$ cat src/rtl/doodle_pkg.sv
// doodle_pkg: shared types and constants for the doodle motion controller.
//  - state_t      : jump state machine encoding (Rise=0, Fall=1, Dead=2)
//  - geometry     : playfield bounds, sprite/platform half-widths, start point
//  - dynamics     : launch speed, fall cap, gravity divider, steering step
//  - keycodes     : USB HID codes for left, right and restart
package doodle_pkg;

  localparam int unsigned NUM_PLAT = 8;

  localparam logic [9:0] X_MIN         = 10'd80;
  localparam logic [9:0] X_MAX         = 10'd239;
  localparam logic [9:0] Y_MAX         = 10'd239;
  localparam logic [9:0] PLAT_HALF_W   = 10'd20;
  localparam logic [9:0] DOODLE_HALF_W = 10'd8;
  localparam logic [9:0] X_STEP        = 10'd2;
  localparam logic [9:0] SCROLL_LINE   = 10'd120;
  localparam logic [9:0] START_X       = 10'd160;
  localparam logic [9:0] START_Y       = 10'd200;

  localparam logic [4:0] JUMP_V   = 5'd10;
  localparam logic [4:0] V_MAX    = 5'd12;
  localparam logic [2:0] GRAV_DIV = 3'd4;
  // Gravity counter value on which the speed changes (the wrap frame).
  localparam logic [2:0] GCNT_LAST = GRAV_DIV - 3'd1;

  localparam logic [7:0] KEY_LEFT    = 8'h04;
  localparam logic [7:0] KEY_RIGHT   = 8'h07;
  localparam logic [7:0] KEY_RESTART = 8'h2C;

  typedef enum logic [1:0] {
    Rise = 2'd0,
    Fall = 2'd1,
    Dead = 2'd2
  } state_t;

  function automatic logic [15:0] sat_inc16(input logic [15:0] a);
    return (a == 16'hFFFF) ? a : a + 16'd1;
  endfunction

endpackage

$ cat src/rtl/plat_land_check.sv
// plat_land_check: combinational landing detector for the falling doodle.
//  x, y      in   10  doodle centre X and feet Y before this frame's move
//  yn        in   11  feet Y after this frame's fall (two's complement)
//  plat_x/y  in   80  8 packed platform centres / tops, platform i = [10*i+9:10*i]
//  hit       out  1   feet cross at least one overlapping platform top
//  land_y    out  10  highest (smallest Y) hit platform top; lowest index on a tie
module plat_land_check
  import doodle_pkg::*;
(
  input  logic [9:0]  x,
  input  logic [9:0]  y,
  input  logic [10:0] yn,
  input  logic [79:0] plat_x,
  input  logic [79:0] plat_y,
  output logic        hit,
  output logic [9:0]  land_y
);

  // All compares run 12-bit signed so platform_x - half_width cannot wrap.
  logic signed [11:0] x_s, y_s, yn_s, pw_s, dw_s;

  assign x_s  = $signed({2'b00, x});
  assign y_s  = $signed({2'b00, y});
  assign yn_s = $signed({yn[10], yn});
  assign pw_s = $signed({2'b00, PLAT_HALF_W});
  assign dw_s = $signed({2'b00, DOODLE_HALF_W});

  logic [NUM_PLAT-1:0] hit_vec;
  logic [9:0]          py_arr [NUM_PLAT];

  for (genvar g = 0; g < NUM_PLAT; g++) begin : g_plat
    logic signed [11:0] px_s, py_s;
    assign px_s       = $signed({2'b00, plat_x[10*g +: 10]});
    assign py_s       = $signed({2'b00, plat_y[10*g +: 10]});
    assign py_arr[g]  = plat_y[10*g +: 10];
    assign hit_vec[g] = (px_s - pw_s <= x_s + dw_s) &&
                        (x_s - dw_s <= px_s + pw_s) &&
                        (y_s <= py_s) && (yn_s >= py_s);
  end

  // Strict '<' keeps the lowest-index platform when tops are equal.
  always_comb begin
    hit    = 1'b0;
    land_y = '0;
    for (int i = 0; i < int'(NUM_PLAT); i++) begin
      if (hit_vec[i] && (!hit || (py_arr[i] < land_y))) begin
        hit    = 1'b1;
        land_y = py_arr[i];
      end
    end
  end

endmodule

$ cat src/rtl/doodle_motion.sv
// doodle_motion: per-frame motion controller for the doodle sprite.
//  frame_clk    in   1   one rising edge per video frame
//  Reset        in   1   synchronous, active-high
//  keycode      in   8   8'h04 left, 8'h07 right, 8'h2C restart (from Dead)
//  plat_x/y     in   80  8 packed platform centres / tops from the platform stage
//  doodle_x     out  10  doodle centre X
//  doodle_y     out  10  doodle feet Y
//  state        out  2   Rise=0, Fall=1, Dead=2
//  scroll_dist  out  10  rows the world scrolls down next frame
//  score        out  16  saturating landing count
//  game_over    out  1   high while in Dead
// All outputs are registered; each frame uses the values held at the edge.
module doodle_motion
  import doodle_pkg::*;
(
  input  logic        frame_clk,
  input  logic        Reset,
  input  logic [7:0]  keycode,
  input  logic [79:0] plat_x,
  input  logic [79:0] plat_y,
  output logic [9:0]  doodle_x,
  output logic [9:0]  doodle_y,
  output logic [1:0]  state,
  output logic [9:0]  scroll_dist,
  output logic [15:0] score,
  output logic        game_over
);

  state_t      state_q, state_d;
  logic [9:0]  x_q, x_d;
  logic [9:0]  y_q, y_d;
  logic [4:0]  v_q, v_d;
  logic [2:0]  gcnt_q, gcnt_d;
  logic [9:0]  scroll_q, scroll_d;
  logic [15:0] score_q, score_d;
  logic        go_q, go_d;

  // Vertical candidates, 11 bits so a rise above row 0 stays visible as negative.
  logic [10:0] yn_rise, yn_fall;
  logic        rise_clamp, fall_out;
  logic        gwrap;
  logic [2:0]  gcnt_inc;

  assign yn_rise    = {1'b0, y_q} - {6'b0, v_q};
  assign yn_fall    = {1'b0, y_q} + {6'b0, v_q};
  assign rise_clamp = $signed(yn_rise) < $signed({1'b0, SCROLL_LINE});
  assign fall_out   = yn_fall > {1'b0, Y_MAX};
  assign gwrap      = (gcnt_q == GCNT_LAST);
  assign gcnt_inc   = gwrap ? 3'd0 : gcnt_q + 3'd1;

  // Steering with wrap-around at the playfield edges.
  logic [10:0] xn;
  logic [9:0]  x_wrap;

  always_comb begin
    case (keycode)
      KEY_LEFT:  xn = {1'b0, x_q} - {1'b0, X_STEP};
      KEY_RIGHT: xn = {1'b0, x_q} + {1'b0, X_STEP};
      default:   xn = {1'b0, x_q};
    endcase
    if ($signed(xn) < $signed({1'b0, X_MIN})) begin
      x_wrap = X_MAX;
    end else if ($signed(xn) > $signed({1'b0, X_MAX})) begin
      x_wrap = X_MIN;
    end else begin
      x_wrap = xn[9:0];
    end
  end

  // Landing test uses the pre-move x and the post-fall feet row.
  logic       hit;
  logic [9:0] land_y;

  plat_land_check u_land (
    .x      (x_q),
    .y      (y_q),
    .yn     (yn_fall),
    .plat_x (plat_x),
    .plat_y (plat_y),
    .hit    (hit),
    .land_y (land_y)
  );

  // State register, including the synchronous reset.
  always_ff @(posedge frame_clk) begin
    if (Reset) begin
      state_q  <= Rise;
      x_q      <= START_X;
      y_q      <= START_Y;
      v_q      <= JUMP_V;
      gcnt_q   <= 3'd0;
      scroll_q <= 10'd0;
      score_q  <= 16'd0;
      go_q     <= 1'b0;
    end else begin
      state_q  <= state_d;
      x_q      <= x_d;
      y_q      <= y_d;
      v_q      <= v_d;
      gcnt_q   <= gcnt_d;
      scroll_q <= scroll_d;
      score_q  <= score_d;
      go_q     <= go_d;
    end
  end

  // Next-state logic.
  always_comb begin
    state_d = state_q;
    unique case (state_q)
      Rise: if (gwrap && (v_q <= 5'd1)) state_d = Fall;
      Fall: begin
        if (hit) begin
          state_d = Rise;
        end else if (fall_out) begin
          state_d = Dead;
        end
      end
      Dead: if (keycode == KEY_RESTART) state_d = Rise;
      default: state_d = Dead;
    endcase
  end

  // Datapath next values.
  always_comb begin
    x_d      = x_q;
    y_d      = y_q;
    v_d      = v_q;
    gcnt_d   = gcnt_q;
    scroll_d = 10'd0;
    score_d  = score_q;
    go_d     = go_q;
    unique case (state_q)
      Rise: begin
        x_d    = x_wrap;
        gcnt_d = gcnt_inc;
        if (rise_clamp) begin
          // Doodle pinned at the scroll line; the world moves instead.
          y_d      = SCROLL_LINE;
          scroll_d = SCROLL_LINE - yn_rise[9:0];
        end else begin
          y_d = yn_rise[9:0];
        end
        if (gwrap) begin
          v_d = (v_q <= 5'd1) ? 5'd0 : v_q - 5'd1;
        end
      end
      Fall: begin
        x_d = x_wrap;
        if (hit) begin
          y_d     = land_y;
          v_d     = JUMP_V;
          gcnt_d  = 3'd0;
          score_d = sat_inc16(score_q);
        end else if (fall_out) begin
          y_d    = Y_MAX;
          go_d   = 1'b1;
          gcnt_d = gcnt_inc;
        end else begin
          y_d    = yn_fall[9:0];
          gcnt_d = gcnt_inc;
          if (gwrap && (v_q < V_MAX)) begin
            v_d = v_q + 5'd1;
          end
        end
      end
      Dead: begin
        if (keycode == KEY_RESTART) begin
          x_d     = START_X;
          y_d     = START_Y;
          v_d     = JUMP_V;
          gcnt_d  = 3'd0;
          score_d = 16'd0;
          go_d    = 1'b0;
        end
      end
      default: go_d = 1'b1;
    endcase
  end

  // Outputs straight from registers.
  always_comb begin
    doodle_x    = x_q;
    doodle_y    = y_q;
    state       = state_q;
    scroll_dist = scroll_q;
    score       = score_q;
    game_over   = go_q;
  end

endmodule

$ cat config.mk
export PLATFORM = sky130hd
export DESIGN_NAME = doodle_motion
export DESIGN_NICKNAME = d
export VERILOG_FILES = /design/src/rtl/doodle_pkg.sv /design/src/rtl/plat_land_check.sv /design/src/rtl/doodle_motion.sv
export SDC_FILE = /design/constraint.sdc
export NUM_CORES = 1
export LEC_CHECK = 0
export ABC_CLOCK_PERIOD_IN_PS = 23600
export BUFFER_PORTS_ARGS = -buffer_cell sky130_fd_sc_hd__buf_2
export CAP_MARGIN = 25
export CORE_MARGIN = 2
export CORE_UTILIZATION = 56
export DETAILED_ROUTE_END_ITERATION = 8
export PLACE_DENSITY = 0.83
export SLEW_MARGIN = 20
export SYNTH_ARGS = -nofsm -noshare
export SYNTH_HDL_FRONTEND = slang
export SYNTH_SLANG_ARGS = --single-unit
$ cat constraint.sdc
create_clock -name frame_clk -period 23.6 [get_ports frame_clk]
set_input_delay 2.36 -clock frame_clk [delete_from_list [all_inputs] [get_ports frame_clk]]
set_output_delay 2.36 -clock frame_clk [all_outputs]
set_load 0.02 [all_outputs]
==> key figures <==
Status
  – Outcome: finished clean

Die
  – Row count: 62
  – Die Ht: 173 um
  – Effective utilization at floorplan: 0.564
  – Die area: 30100 um2
  – Placeable core area: 28500 um2
  – Number of I/O pins: 219
  – X dimension of the die: 173 um

Setup path
  – Type of destination of the critical path: register
  – Total buffers and inverters traversed by the critical path: 8
  – Crit path arrival time: 21.23 ns
  – Top cell by count, worst path: sky130_fd_sc_hd__a21oi_1
  – Max stage delay on crit path: 0.88 ns
  – CP Launch Type: primary input
  – Critical path class: in -> reg
  – Worst-path fanout max: 18
  – Req. time, crit path: 23.85 ns
  – Max stage delay cell, worst path: sky130_fd_sc_hd__nor2_1
  – Crit path max-delay family: compound AO/OA/AOI/OAI gates

Pwr
  – Cell leakage power: 8.91 nW
  – Proportion of power drawn by flip-flops and latches: 0.078
  – Design Power: 1.90 mW
  – Power per cell area: 105 nW/um2
  – Clock network fraction of design power: 0.074
  – NetSw: 1.05 mW
  – Internal: 0.845 mW
  – Worst VDD drop: 89.5 uV
  – Fraction of power spent switching nets: 0.555
  – Combinational Power Share: 0.848

STA
  – Setup repair after global routing missed its margin: no
  – Worst Clk Skew: 0.0104 ns
  – Min Clock Period, post-route: 20.98 ns
  – Endpoints failing setup: 0
  – Tcrit/Tclk final: 0.889
  – Fmax: 47.7 MHz
  – Total count of hold-check failures in the final report: 0
  – Count of pins over their slew limit: 0
  – Transition time at the pin with the least slew margin: 1.01 ns
  – Total negative slack for setup checks: 0 ns
  – Slew HR: 0.322
  – Slack of the critical path: 2.62 ns
  – Worst-case hold slack: 0.459 ns

CTS
  – Clock Sinks: 57
  – Max H-tree Level: 3
  – Clock latency on the worst-skew pair: 0.33 ns
  – Cell at the root of the clock tree: sky130_fd_sc_hd__clkbuf_16
  – Number of clock buffers inserted by TritonCTS: 9
  – Largest buffer count on any clock path: 2
  – Count of buffers added by post-CTS timing repair for setup: 0
  – Clock tree from TritonCTS: done
  – Clock-pin slew on the worst setup and hold paths: 0.06 ns
  – Number of hold buffers added after cts: 0
  – Post-cts gate resize count: 0

Synthesis
  – Most used standard cell by instance count after synthesis: sky130_fd_sc_hd__ha_1
  – Proportion of netlist area held by the largest area contributor: 0.335
  – Cell accounting for the most synthesized area: sky130_fd_sc_hd__ha_1
  – Sequential-to-total area share from yosys stat: 0.0710
  – Post-synthesis net count: 2712
  – Number of library cell types mapped by synthesis: 86
  – Most common library cells after synthesis: 430 x sky130_fd_sc_hd__ha_1, 211 x sky130_fd_sc_hd__inv_1, 162 x sky130_fd_sc_hd__nor2_1
  – EDFF count, synth: 0
  – Most instantiated flip-flop cell in the synthesis netlist: sky130_fd_sc_hd__dfxtp_1
  – Cell types with the largest area share after synthesis: sky130_fd_sc_hd__ha_1 33%, sky130_fd_sc_hd__dfxtp_1 7.1%, sky130_fd_sc_hd__inv_1 4.9%, sky130_fd_sc_hd__xor2_1 4.6%, sky130_fd_sc_hd__a21oi_1 4.4%
  – Syn avg cell area: 7.62 um2
  – Synth warn: 0
  – Synthesized netlist cell count: 2109
  – Total standard cell area after synthesis: 16100 um2
  – Flip-flop and latch count after synthesis: 57
  – Async set-reset flop share out of synthesis: 0

Final layout
  – Post-Route Utilization: 0.632
  – Area growth syn-to-layout: 12.0%
  – Count of nets after finishing: 2912
  – Filler cell count: 2564
  – Fraction of final layout cells with drive strength greater than 1: 0.135

Placement
  – Worst setup slack after placement: 2.55 ns
  – Number of input and output port buffers inserted: 218
  – Sum of net half-perimeters after detailed placement: 41500 um
  – Final GP Congestion: 0.969

Detailed routing
  – Starting DRT DRC Count: 1343
  – Total wirelength of the detailed-routed design: 52000 um
  – Total via count after detailed routing: 16900
  – Router iterations before antenna repair: 7
  – Final routed wire length divided by cell count: 19.2 um
  – Via-per-instance ratio: 6.26
  – Number of design rule violations left after detail routing: 0
  – Routed Antenna Nets: 0

GRT
  – Initial antenna violation count: 5
  – Number of global-route vias before repair: 16300
  – Total Routing Usage GR: 0.335
  – Global route overflow: 0
  – Largest net degree at the start of global routing: 37
  – Global-route wire length before repair: 82700 um

Run
  – Total of max-cap violations: 0

Worst hold path
  – Tightest Hold Check Type: reg -> reg
power by group through the flow:
stage                     logic (mW)  registers, mW  clock network (mW)
after floorplan                 1.07          0.173                   0
after global placement          1.50          0.147                   0
after detailed placement        1.55          0.148                   0
after CTS                       1.57          0.146               0.141
after global routing            1.78          0.150               0.144
final                           1.61          0.148               0.141
worst reg2reg max path: cells and delay by family (launching register included):
kind                     cells  cell delay [ns]
AO/OA/AOI/OAI               48             9.72
AND/OR/NAND/NOR             19             3.58
adder cells (fa/ha/maj)      9             2.66
multiplexers                 6             2.23
buffers and inverters       10             1.32
flip-flops                   1             0.49
XOR/XNOR                     1             0.42
sequential cells by signal (all words and copies together), names as in the netlist:
register and cells:
score 16, doodle_x 10, gcnt_q 3, game_over 1
state 2, v_q 5, doodle_y 10, scroll_dist 10
cells in the final DEF, fill, tap and decap left out, drive strengths merged, types with 11 or more instances in the layout:
master	netlist	final
and3	13	13
dfxtp	57	57
or3	11	11
o31ai	18	18
nand2	124	124
mux2i	20	20
nor2b	42	42
o21ai	125	125
o211ai	22	22
nor2	162	162
xnor2	65	65
nand2b	25	25
or4	13	13
mux2	25	25
nor3	50	50
nor4	27	27
nand4	52	52
a211o	17	17
nand3	59	59
a21oi	144	144
ha	430	430
xor2	85	85
a211oi	29	29
inv	211	211
buf	11	252
o21a	38	38
a21o	62	62
worst paths after layout:
kind             start     endpoint  slack (ns)  cells after the start
max reg2reg     v_q[1]  doodle_y[3]        3.10                     93
min reg2reg  gcnt_q[1]    gcnt_q[1]        0.46                      2
max          plat_x[2]  doodle_y[3]        2.62                     85
min          gcnt_q[1]    gcnt_q[1]        0.46                      2
cells by family after synthesis:
family | synth area share
muxes | 0.0302
xor gates and xnor gates | 0.0818
adders and majority gates | 0.339
AOI/OAI and AO/OA | 0.226
DFF | 0.0710
buffers and inverters | 0.0651
and+or+nand+nor | 0.188
routing by layer:
layer	track usage	vias to the layer above	share of wire
met5	0	-	0
met4	0.121	0	0.041
met3	0.0557	177	0.092
met2	0.560	789	0.45
met1	0.432	7882	0.42
li1	-	8092	-
final cells by class:
cell class | instances | area [um2] | area share
diodes | 10 | 25.0 | 0.00139
multi-input cells | 1778 | 13900 | 0.772
well taps | 384 | 480 | 0.0267
clock buffers | 10 | 229 | 0.0127
clock inverters | 6 | 82.6 | 0.00459
flip-flops and latches | 57 | 1140 | 0.0634
repair buffers | 252 | 1350 | 0.0748
inverters | 211 | 792 | 0.0440
metrics by stage:
| stage | std cells | area, um2 |
|---|---|---|
| 3_5_place_dp | 2682 | 17700 |
| 5_1_grt | 2701 | 18000 |
| 3_3_place_gp | 2681 | 17600 |
| 6_report | 2708 | 18000 |
| 4_1_cts | 2698 | 18000 |
| 2_1_floorplan | 2109 | 16100 |
Note: power is estimated with default switching activity, not from simulation.
